--- config.mk ---
export PLATFORM = sky130hd
export DESIGN_NAME = mul_accumulator
export DESIGN_NICKNAME = d
export VERILOG_FILES = /design/src/rtl/alu_pkg.sv /design/src/rtl/sat_add.sv /design/src/rtl/mul_accumulator.sv
export SDC_FILE = /design/constraint.sdc
export NUM_CORES = 1
export LEC_CHECK = 0
export CAP_MARGIN = 15
export CORE_MARGIN = 1
export CORE_UTILIZATION = 53
export DETAILED_ROUTE_END_ITERATION = 10
export GPL_ROUTABILITY_DRIVEN = 0
export PLACE_DENSITY = 0.84
export REMOVE_ABC_BUFFERS = 1
export SLEW_MARGIN = 20
export SYNTH_ARGS = -nofsm -noshare
export SYNTH_HDL_FRONTEND = slang
export SYNTH_SLANG_ARGS = --single-unit
--- constraint.sdc ---
create_clock -name clk -period 6.4 [get_ports clk]
set_input_delay 1.28 -clock clk [delete_from_list [all_inputs] [get_ports clk]]
set_output_delay 1.28 -clock clk [all_outputs]
set_load 0.1 [all_outputs]
--- src/rtl/alu_pkg.sv ---
// Shared product format, accumulator FSM states and sign-magnitude conversion.
// Used by the accumulator top and its saturating adder.
package alu_pkg;

  localparam int PROD_W   = 5;
  localparam int SIGN_BIT = 4;

  typedef enum logic {
    ACCUM = 1'b0,
    HOLD  = 1'b1
  } acc_state_e;

  // Negative zero falls out as 0 because -0 == 0 in two's complement.
  function automatic logic signed [PROD_W-1:0] sm_to_tc(input logic [PROD_W-1:0] sm);
    logic signed [PROD_W-1:0] mag;
    mag = {1'b0, sm[SIGN_BIT-1:0]};
    return sm[SIGN_BIT] ? -mag : mag;
  endfunction

endpackage

--- src/rtl/sat_add.sv ---
// Saturating add of a W-bit accumulator and a 5-bit signed product.
// Purely combinational, zero latency, no backpressure.
module sat_add
  import alu_pkg::*;
#(
  parameter int W = 8
) (
  input  logic signed [W-1:0]      a,
  input  logic signed [PROD_W-1:0] b,
  output logic signed [W-1:0]      sum,
  output logic                     sat
);

  localparam logic [W-1:0] MAX_VAL = {1'b0, {(W-1){1'b1}}};
  localparam logic [W-1:0] MIN_VAL = {1'b1, {(W-1){1'b0}}};

  logic signed [W:0] a_ext;
  logic signed [W:0] b_ext;
  logic signed [W:0] wide;

  always_comb begin
    a_ext = {a[W-1], a};
    b_ext = {{(W-PROD_W+1){b[PROD_W-1]}}, b};
    wide  = a_ext + b_ext;
    // The two top bits disagree only when the true sum left the W-bit range.
    sat   = wide[W] ^ wide[W-1];
    if (!sat)
      sum = wide[W-1:0];
    else if (wide[W])
      sum = MIN_VAL;
    else
      sum = MAX_VAL;
  end

endmodule

--- src/rtl/mul_accumulator.sv ---
// Accumulates bursts of sign-magnitude products with saturation; result and flags in HOLD.
// Result valid the cycle after the final accept; in_ready drops while a result waits on out_ready.
module mul_accumulator
  import alu_pkg::*;
#(
  parameter int ACC_W = 8,
  parameter int CNT_W = 4
) (
  input  logic              clk,
  input  logic              rst_n,
  input  logic              clr,
  input  logic              in_valid,
  output logic              in_ready,
  input  logic [PROD_W-1:0] in_r,
  input  logic              in_last,
  output logic              out_valid,
  input  logic              out_ready,
  output logic [ACC_W-1:0]  out_acc,
  output logic [CNT_W-1:0]  out_cnt,
  output logic              out_sf,
  output logic              out_zf,
  output logic              out_of
);

  // Count value just before the accept that must close the burst.
  localparam logic [CNT_W-1:0] CNT_END_M1 = {{(CNT_W-1){1'b1}}, 1'b0};

  acc_state_e               state;
  logic signed [ACC_W-1:0]  acc;
  logic [CNT_W-1:0]         cnt;
  logic                     of_q;
  logic                     in_ready_q;
  logic                     out_valid_q;

  logic signed [PROD_W-1:0] prod_tc;
  logic signed [ACC_W-1:0]  sum;
  logic                     sat;
  logic                     accept;
  logic                     burst_end;

  assign prod_tc   = sm_to_tc(in_r);
  assign accept    = in_valid && in_ready_q;
  assign burst_end = in_last || (cnt == CNT_END_M1);

  sat_add #(.W(ACC_W)) u_sat_add (
    .a   (acc),
    .b   (prod_tc),
    .sum (sum),
    .sat (sat)
  );

  always_ff @(posedge clk or negedge rst_n) begin
    if (!rst_n) begin
      state       <= ACCUM;
      acc         <= '0;
      cnt         <= '0;
      of_q        <= 1'b0;
      in_ready_q  <= 1'b0;
      out_valid_q <= 1'b0;
    end else if (clr) begin
      // Clear wins over any simultaneous accept or consume.
      state       <= ACCUM;
      acc         <= '0;
      cnt         <= '0;
      of_q        <= 1'b0;
      in_ready_q  <= 1'b1;
      out_valid_q <= 1'b0;
    end else begin
      case (state)
        ACCUM: begin
          in_ready_q <= 1'b1;
          if (accept) begin
            acc  <= sum;
            cnt  <= cnt + CNT_W'(1);
            of_q <= of_q | sat;
            if (burst_end) begin
              state       <= HOLD;
              in_ready_q  <= 1'b0;
              out_valid_q <= 1'b1;
            end
          end
        end
        HOLD: begin
          if (out_ready) begin
            state       <= ACCUM;
            acc         <= '0;
            cnt         <= '0;
            of_q        <= 1'b0;
            in_ready_q  <= 1'b1;
            out_valid_q <= 1'b0;
          end
        end
        default: begin
          state       <= ACCUM;
          in_ready_q  <= 1'b1;
          out_valid_q <= 1'b0;
        end
      endcase
    end
  end

  assign in_ready  = in_ready_q;
  assign out_valid = out_valid_q;
  assign out_acc   = acc;
  assign out_cnt   = cnt;
  assign out_of    = of_q;
  assign out_sf    = acc[ACC_W-1];
  assign out_zf    = (acc == '0);

endmodule

# --- After elaboration in Yosys (flattened, before gate mapping) ---
# Cells that the tools add are included.
word_totals:
  ff_bits: 16
  in_bits: 11
  out_inout_bits: 17
  wordCells: 50
op_classes:
  addsub: 3
  n_eq_ne: 4
  mux: 29
  n_bitwise: 3
  reduce_logical: 5
ops:
  columns: ["cell", "n"]
  rows:
  - ["$mux W8", 5]
  - ["$pmux W8 S2", 1]
  - ["$mux W1", 14]
  - ["$mux W4", 3]
  - ["$add A8 B5 Y9", 1]
  - ["$ne A3 B3 Y1 const B", 3]
  - ["$logic_not A8 Y1", 1]
  - ["$pmux W1 S2", 4]
  - ["$pmux W4 S2", 1]
  - ["$mux W5", 1]
  - ["$neg A4 Y5", 1]
  - ["$add A4 B1 Y4 const B", 1]
  - ["$eq A4 B4 Y1 const B", 1]
  - ["$reduce_and A3 Y1", 1]
  - ["$reduce_and A2 Y1", 1]
  - ["$logic_and A1 B1 Y1", 1]
  - ["$logic_or A1 B1 Y1", 1]
  - ["$not A1 Y1", 1]
  - ["$or A1 B1 Y1", 1]
  - ["$xor A1 B1 Y1", 1]

# --- Logic depth before layout (Yosys ltp) ---
depth:
  depth_word: 8
  ltp_mapped: 10
  mapped_depth_nobuf: 10

# --- By module ---
# A second synthesis with hierarchy kept.
hier_totals:
  hier_cells: 124
  hier_area_um2: 1211.2
by_module_without_submodules:
  columns: ["mod", "instances", "cells_per_inst", "area_per_inst_um2", "seq_area_each_um2"]
  rows:
  - ["mul_accumulator", 1, 68, 778.2, 400.4]
  - ["sat_add", 1, 56, 432.9, 0.0]

# --- Least setup slack after synthesis ---
# No wires, ideal clock.
synth_path:
  kind: "register -> output"
  from: "register acc[1], in the netlist out_acc[1]"
  to: "output out_zf"
  t_arrival_ps: 2669
  slack_ps: 2451
  stages_incl_launch_ff: 3
  cell_sequence: "dfrtp_1 -> or4_1 -> nor2_1"
synth_via:
  elab_chain_len: 1
synth_rtl:
  columns: ["item", "line_no", "text"]
  rows:
  - ["start: declaration", "mul_accumulator.sv:29", "logic signed [ACC_W-1:0] acc;"]
  - ["start signal: assignment", "mul_accumulator.sv:73", "acc <= sum;"]
  - ["$logic_not A8 Y1", "mul_accumulator.sv:108", "assign out_zf = (acc == '0);"]
  - ["end: declaration", "mul_accumulator.sv:21", "output logic out_zf,"]
# Every way passes these cells.

# --- Worst setup path after layout ---
layout_path:
  from: "input in_r[0]"
  to: "register acc[1], in the netlist out_acc[1]"
layout_via:
  elab_chain_len: 8
  word_cells_on_any_way: 9
  classes_between: "2 x add/sub; 6 x mux; 1 x bitwise"
layout_rtl:
  columns: ["item", "line_no", "text"]
  rows:
  - ["start: declaration", "mul_accumulator.sv:14", "input logic [PROD_W-1:0] in_r,"]
  - ["$neg A4 Y5", "alu_pkg.sv:17", "return sm[SIGN_BIT] ? -mag : mag;"]
  - ["$mux W5 *", "alu_pkg.sv:17", null]
  - ["$add A8 B5 Y9 *", "sat_add.sv:24", "wide = a_ext + b_ext;"]
  - ["$mux W8 / $xor A1 B1 Y1 (equally long branches)", "sat_add.sv:29, sat_add.sv:26", null]
  - ["$mux W8 *", "sat_add.sv:27", "if (!sat)"]
  - ["$mux W8 *", "mul_accumulator.sv:72", "if (accept) begin"]
  - ["$pmux W8 S2 *", "mul_accumulator.sv:69", "case (state)"]
  - ["$mux W8 *", "mul_accumulator.sv:60", "end else if (clr) begin"]
# Every way passes the cells marked *; elsewhere a longest branch is shown, timed or not. The select of a mux whose other input is x is not followed.
# A chain may end at the register's enable or synchronous reset.

==> qor.txt <==
run status - finished, final reports clean
largest net degree at the start of global routing - 17
crit path launch type - input pin
drt pass-1 iters - 5
CTS resizes - 0
Post-Route WL - 2880 um
Sum Neg Setup Slack - 0 ns
Worst Setup End Kind - flop
endpoints failing setup - 0
io pins - 28
number of post-CTS setup repair buffers - 0
Crit path arrival time - 4.13 ns
CTS Hold Bufs - 0
predominant post-synthesis flop cell - dfrtp_1
Antenna Cells - 0
hold path start - out_valid
CORE AREA - 0.00221 mm2
Worst Skew - 0.000994 ns
maximum fanout along the worst path - 6
final worst-path cycle share - 61.9%
mapped cell area - 0.00123 mm2
Num CTS Buffers - 3
max_cap viols - 0
most common cell after layout, fill and taps aside - clkdlybuf4s50_1
Final Hold Vio Count - 0
flops & latches, synth - 16
Max Root-Sink Buffers - 2
Clk Latency, worst-skew pair - 0.28 ns
crit path launch - in_r[0]
CTS tree - built
# rows - 17
via count - 1183
residual DRC count - 0
Netlist cell types - 41
wire per inst - 14.8 um
sequential area share after synthesis - 32.4%
H-tree depth - 1
fin crit period - 3.96 ns
number of global-route vias before repair - 1085
global-route wire length before repair - 4980 um
fin worst setup slack - 2.44 ns
Final Max Slew Viols - 0
Syn Area/Cell - 9.01 um2
Clock Pin Slew Worst Setup and Hold Paths - 0.09 ns
fraction of layout cells with a size suffix above 1 - 6.02%
port bufs - 27
HP Class - flop to flop
Async SR Flop Fraction - 100%
Leak - 0.663 nW
Layout fillers - 192
reg2reg start - out_acc[5]
slew at the pin closest to its max-slew limit - 0.970 ns
full die area - 0.00253 mm2
Pwr Density - 406 mW/mm2
Net count, final - 191
# clock sinks - 16
fmax - 253 MHz
gr ovfl total - 0
Detailed Place HPWL - 2320 um
most frequent cells in the layout - clkdlybuf4s50_1, dfrtp_1, nor2_1
initial antenna violation count - 0
YS warnings - 0
unrepaired setup endpoints after global routing - false
Starting DRT DRC Count - 29
number of synthesized flops with an enable pin - 0
DIE WIDTH - 50.3 um
critical path class - input pin to flop
peak supply drop - 0.000300 V
die extent in y - 50.3 um
Worst slew margin - 35.2%
Routed Antenna Nets - 0
critical path data required time - 6.57 ns
Initial Utilization - 55.8%
Area Overhead vs Synth - 25.9%
drt via density - 6.10
Synth Instances - 137
pre-CTS setup slack - 2.17 ns
Root Buffer - clkbuf_4
GRT Overall Usage - 26.0%
metrics by stage:
step / cells / util, % / area (um2) / hold slack, ns / power, mW
global placement: 191 / 69.3 / 1530 / 0.480 / 0.570
global route: 194 / 70.3 / 1560 / 0.546 / 0.670
CTS: 194 / 70.3 / 1560 / 0.513 / 0.631
finish: 194 / 70.3 / 1560 / 0.509 / 0.631
detailed placement: 191 / 69.3 / 1530 / 0.492 / 0.579
floorplan: 136 / - / 1230 / 0.633 / 0.476
cell type report:
class / count / area (um2) / area share (%)
inverter: 7 / 26.3 / 1.69
tap: 28 / 35.0 / 2.25
clock buffer: 3 / 22.5 / 1.45
multi-input combinational: 113 / 801 / 51.5
timing repair buffer: 27 / 270 / 17.4
sequential: 16 / 400 / 25.7
routing by layer:
layer / vias to the layer above / global-route usage, % / share of wire, %
met5: - / 0 / 0
met4: 0 / 8.10 / 2.1
met1: 569 / 35.0 / 47
met3: 6 / 2.12 / 2.8
li1: 574 / - / -
met2: 34 / 44.0 / 48
power breakdown:
| part | leakage [nW] | total, mW | switching (mW) | internal, mW |
|---|---|---|---|---|
| logic | 0.439 | 0.433 | 0.305 | 0.128 |
| clock network | 0.0138 | 0.0513 | 0.0295 | 0.0218 |
| registers | 0.210 | 0.147 | 0.0272 | 0.120 |
registers in the layout, indices dropped and copies added (netlist names):
name,count
in_ready,1
out_acc,8
out_cnt,4
out_of,1
out_valid,1
state,1
logic make-up (layout without fill, tap and decap cells):
logic type | count (synthesis) | in the layout | synth area share [%]
AOI/OAI and AO/OA | 49 | 49 | 28.5
and+or+nand+nor | 44 | 44 | 17.9
DFF | 16 | 16 | 32.4
adders and majority gates | 12 | 12 | 12.8
xor gates and xnor gates | 8 | 8 | 5.67
buffers and inverters | 8 | 37 | 2.74
final timing paths:
kind                               to  slack [ns]  depth (start not counted)
max in group asynchronous  out_acc[1]        4.54                          1
max reg2reg                out_acc[1]        4.08                          6
min reg2reg                 out_valid        0.51                          2
min in group asynchronous       state        1.42                          1
max                        out_acc[1]        2.44                         10
min                         out_valid        0.51                          2
synthesized netlist by cell type (all sizes together) (3+ instances only):
library cell | n | area (um2)
dfrtp | 16 | 400
o21ai | 14 | 70.1
nor2 | 13 | 48.8
ha | 11 | 138
a21oi | 9 | 45.0
nand2 | 8 | 30.0
nand3 | 8 | 45.0
inv | 7 | 26.3
a221o | 5 | 50.1
xnor2 | 4 | 35.0
xor2 | 4 | 35.0
a211oi | 3 | 32.5
nor3 | 3 | 15.0
or3 | 3 | 23.8
critical path: stages:
cell,delay [ns]
clkdlybuf4s50_1,0.52
inv_1,0.06
ha_1,0.20
a21boi_0,0.41
ha_1,0.31
nand3_2,0.15
or3_4,0.41
a211oi_2,0.29
a311oi_2,0.12
a221o_1,0.38
Power figures use the tool's default switching activity.
==> RTL edit 1, RTL diff (same flow settings) <==
Put one more register stage on the output `out_cnt`, without a reset. The value now appears one clock later. The other outputs are not delayed to match.
--- a/src/rtl/mul_accumulator.sv
+++ b/src/rtl/mul_accumulator.sv
@@ -103,5 +103,7 @@
   assign out_valid = out_valid_q;
   assign out_acc   = acc;
-  assign out_cnt   = cnt;
+  always_ff @(posedge clk) begin
+    out_cnt <= cnt;
+  end
   assign out_of    = of_q;
   assign out_sf    = acc[ACC_W-1];
Function: changed (Yosys sat finds a counterexample within 4 cycles, from zero or initial values and one cycle with rst_n low).
==> RTL edit 1 against the original RTL <==
  * Power grew 16%
  * Worst setup slack better by 77 ps
  * Wire length grew 0.31%
  * Combinational power grew 16%
  * Global-route usage down 2.3 points
  * First-iteration DRC count down 52%
  * Fmax increased by 2.0%
  * Register-to-register slack got worse by 120 ps
  * Sequential cell count rose by 4
  * Clock skew grew 2.0 ps
  * Cell area increased by 6.8%
  * Synthesized cell count down 3.6%
  * Synthesized area rose by 8.2%
  * Critical path type unchanged
  * Largest power group unchanged
==> RTL edit 1: results (changes against the original RTL) <==
Status
  • Status: complete, no violations (unchanged)

CTS
  • CTS Buf Count: 3 (unchanged)
  • Skew-Pair Late Insertion Delay: 280 ps (about the same)
  • Worst-path clk slew: 100 ps
  • Clock buffer depth: 2 (unchanged)
  • Post-CTS Setup Bufs: 0 (unchanged)
  • H-Tree Depth: 1 (unchanged)
  • Root Driver: clkbuf_4 (unchanged)
  • CTS resizes: 0 (unchanged)

Logic synthesis
  • Yosys warns: 0 (unchanged)
  • Synth top area cells: dfrtp_1 30%, ha_1 10%, dfxtp_1 6.0% (was dfrtp_1 32%, ha_1 11%, a221o_1 4.1%)
  • Synth top cells by count: 16 x dfrtp_1, 11 x ha_1, 10 x nand2_1 (was 16 x dfrtp_1, 13 x nor2_1, 11 x ha_1)
  • Register area share after synthesis: 0.360 (was 0.324)
  • Async SR Flop Fraction: 0.800 (was 1.00)
  • Count of cell types in the netlist: 43 (was 41)

STA
  • Rel. slew slack: 0.346 (was 0.352)
  • Worst clock skew: 2.96 ps (was 0.994 ps)

Critical path
  • Worst path max stage delay: 500 ps (was 520 ps)
  • Crit Path Max Fanout: 6 (unchanged)
  • Critical path's slowest cell: clkdlybuf4s50_1 (unchanged)

Final layout
  • N_diodes: 0 (unchanged)
  • Fill cells: 182 (was 192)
  • Final nets: 186 (was 191)
  • Largest register FFs: 8 (unchanged)
  • Layout cell share with drive strength beyond 1: 0.0926 (was 0.0602)

Place
  • Input/output buffers: 27 (unchanged)
  • Post-place setup slack: 2230 ps (was 2170 ps)
  • Dpl hpwl: 2370 um (was 2320 um)

GRT
  • Initial antenna violation count: 0 (unchanged)
  • Maximum number of pins on one net before global-route repair: 17 (unchanged)
  • First-pass GRT wire length: 4840 um (was 4980 um)
  • GRT Util Overall: 0.237 (was 0.260)
  • Number of global-route vias before repair: 1104 (was 1085)

Pwr
  • Pleak: 0.737 nW (was 0.663 nW)
  • Sw power: 0.413 mW (was 0.362 mW)
  • Peak supply drop: 0.000393 V (was 0.000300 V)

Detailed routing
  • First drt pass iteration count: 4 (was 5)
  • Vias per inst: 5.79 (was 6.10)
  • First-iteration detailed-routing DRC count: 14 (was 29)
  • Post-Route WL: 2890 um (was 2880 um)

Hold path
  • Min-delay worst type: register to register (unchanged)
[RTL edit 1: critical path: cells and delay by family]
kind	cells	cell delay, ps
AO/OA/AOI/OAI	6	1390
buffers and inverters	2	560
AND/OR/NAND/NOR	1	60
adder cells (fa/ha/maj)	2	760
[RTL edit 1: cell type report]
class | count | area, sq um | area share
repair buffers | 27 | 270 | 0.163
well taps | 28 | 35.0 | 0.0211
multi-input cells | 108 | 837 | 0.504
inverters | 3 | 11.3 | 0.00678
clock buffers | 4 | 26.3 | 0.0158
flip-flops and latches | 20 | 480 | 0.289
[RTL edit 1: metal layers]
layer  up-vias  track usage  routed length (um)
li1        557            -                   -
met2        28        0.434                1400
met4         0       0.0395                  14
met5         -            0                   0
met3         2       0.0319                 105
met1       513        0.300                1370
[RTL edit 1: logic make-up (layout without fill, tap and decap cells)]
kind of cell | Yosys count | after routing | synth area share
AO/OA/AOI/OAI | 44 | 44 | 0.270
AND/OR/NAND/NOR | 42 | 42 | 0.173
flip-flops | 20 | 20 | 0.360
adder cells (fa/ha/maj) | 12 | 12 | 0.118
XOR/XNOR | 10 | 10 | 0.0655
buffers and inverters | 4 | 34 | 0.0140
[RTL edit 1: final timing paths]
kind                              end        from  depth (start not counted)  slack, ps
setup / recovery           out_acc[3]     in_r[0]                         11       2520
hold / removal             out_cnt[3]      cnt[3]                          0        440
setup reg to reg           out_acc[3]  out_acc[0]                          7       3960
hold reg to reg            out_cnt[3]      cnt[3]                          0        440
max in group asynchronous  out_acc[6]       rst_n                          1       4560
min in group asynchronous      cnt[1]       rst_n                          1       1410
[RTL edit 1: through the flow]
step	instance area [sq um]	instances
2_1_floorplan	1330	131
3_3_place_gp	1630	186
3_5_place_dp	1630	186
4_1_cts	1660	190
5_1_grt	1660	190
6_report	1660	190
[RTL edit 1: power by group through the flow]
stage	Sequential, mW	Clock (mW)	Combinational, mW
after floorplan	0.325	0	0.238
after CTS	0.174	0.0580	0.500
after detailed placement	0.176	0	0.499
final	0.174	0.0566	0.502
after global placement	0.175	0	0.491
after global routing	0.177	0.0629	0.531
==> RTL edit 2, RTL diff (same flow settings) <==
Made on the original files. Change the parameter `ACC_W` from 8 to 9.
--- a/src/rtl/mul_accumulator.sv
+++ b/src/rtl/mul_accumulator.sv
@@ -4,5 +4,5 @@
   import alu_pkg::*;
 #(
-  parameter int ACC_W = 8,
+  parameter int ACC_W = 9,
   parameter int CNT_W = 4
 ) (
Ports: changed (resized out_acc); port bits go from 28 to 29. No check against the original RTL was run, so the function may have changed too.
==> RTL edit 2 against the original RTL <==
  * Cell area decreased by 1.4%
  * Sequential power increased by 9.5%
  * Worst hold slack improved by 7.4 ps
  * Count of clock-buffer cells in the layout increased by 1
  * Worst setup slack got worse by 220 ps
  * Utilization decreased by 0.29 points
  * Synthesized cell count decreased by 3.6%
  * Sequential share of layout area increased by 2.0 points
  * Clock power increased by 8.6%
  * Power increased by 12%
  * Largest cell class unchanged
  * Sequential cell count increased by 1
  * Wire length decreased by 2.8%
  * Synthesized area decreased by 0.91%
  * Critical endpoint is now out_acc[4]
==> RTL edit 2: results (changes against the original RTL) <==
Status
  • Status: complete, no violations (unchanged)

GRT
  • Maximum number of pins on one net before global-route repair: 18 (was 17)
  • Met2 Usage GRT: 0.436 (was 0.440)
  • Routing usage on met1: 0.309 (was 0.350)
  • Number of global-route vias before repair: 1043 (was 1085)
  • GRT Util Overall: 0.254 (was 0.260)
  • Met3 Use GR: 0.0679 (was 0.0212)
  • First-pass GRT wire length: 4640 um (was 4980 um)

Critical path
  • Critical Path AT: 4340 ps (was 4130 ps)
  • Reg-to-reg endpoint: out_acc[4] (was out_acc[1])
  • Crit Path Max Fanout: 8 (was 6)
  • R2R Setup Slk: 3720 ps (was 4080 ps)
  • Critical path's slowest cell: a21boi_0 (was clkdlybuf4s50_1)
  • R2R depth: 8 (was 6)
  • Reg2reg start: out_acc[0] (was out_acc[5])

Place
  • Input/output buffers: 28 (was 27)
  • Inst Count DP: 183 (was 191)
  • Dpl hpwl: 2160 um (was 2320 um)
  • Placed Area: 0.00151 sq mm (was 0.00153 sq mm)

Detailed routing
  • First drt pass iteration count: 4 (was 5)
  • Vias: 1084 (was 1183)
  • First-iteration detailed-routing DRC count: 20 (was 29)
  • Met2 WL: 1460 um (was 1370 um)
  • Drt wl/cell: 15.0 um (was 14.8 um)
  • Routed met3 length: 110 um (was 80 um)
  • WL met1: 1200 um (was 1360 um)

Logic synthesis
  • Syn avg cell area: 9.27 sq um (was 9.01 sq um)
  • Post-Synth Adder-Cell Area: 0.147 (was 0.128)
  • Post-synthesis compound-gate area fraction: 0.226 (was 0.285)
  • Most frequent cell after synthesis: nand2_1 (was dfrtp_1)
  • Synth top cells by count: 20 x nand2_1, 17 x dfrtp_1, 14 x nor2_1 (was 16 x dfrtp_1, 13 x nor2_1, 11 x ha_1)
  • Register area share after synthesis: 0.348 (was 0.324)
  • Post-synthesis xor/xnor area fraction: 0.0787 (was 0.0567)

Pwr
  • Peak supply drop: 0.000409 V (was 0.000300 V)
  • Pleak: 0.674 nW (was 0.663 nW)

STA
  • Rel. slew slack: 0.343 (was 0.352)
  • Worst clock skew: 2.76 ps (was 0.994 ps)
  • Worst hold slack: 517 ps (was 509 ps)

Final layout
  • Post-route insts no fill: 187 (was 194)
  • Largest register FFs: 9 (was 8)
[RTL edit 2: worst max-delay path by stage]
| stage | slack (ps) | depth (start not counted) | start | endpoint |
|---|---|---|---|---|
| after floorplan | 710 | 3 | out_acc[8] | out_zf |
| after global placement | 2110 | 12 | in_r[0] | out_acc[3] |
| after detailed placement | 1930 | 11 | in_r[0] | out_acc[4] |
| after CTS | 2220 | 11 | in_r[0] | out_acc[4] |
| after global routing | 1990 | 11 | in_r[0] | out_acc[3] |
| final | 2220 | 11 | in_r[0] | out_acc[4] |
[RTL edit 2: layout make-up]
type | count | area (sq um)
clock buffers | 4 | 26.3
flip-flops and latches | 17 | 425
multi-input cells | 107 | 756
well taps | 28 | 35.0
fillers | 176 | 657
repair buffers | 28 | 280
inverters | 3 | 11.3
[RTL edit 2: where the power goes]
part | switching, mW | leakage, nW | internal (mW)
clock | 0.0315 | 0.0150 | 0.0242
sequential | 0.0305 | 0.224 | 0.130
combinational | 0.347 | 0.435 | 0.142
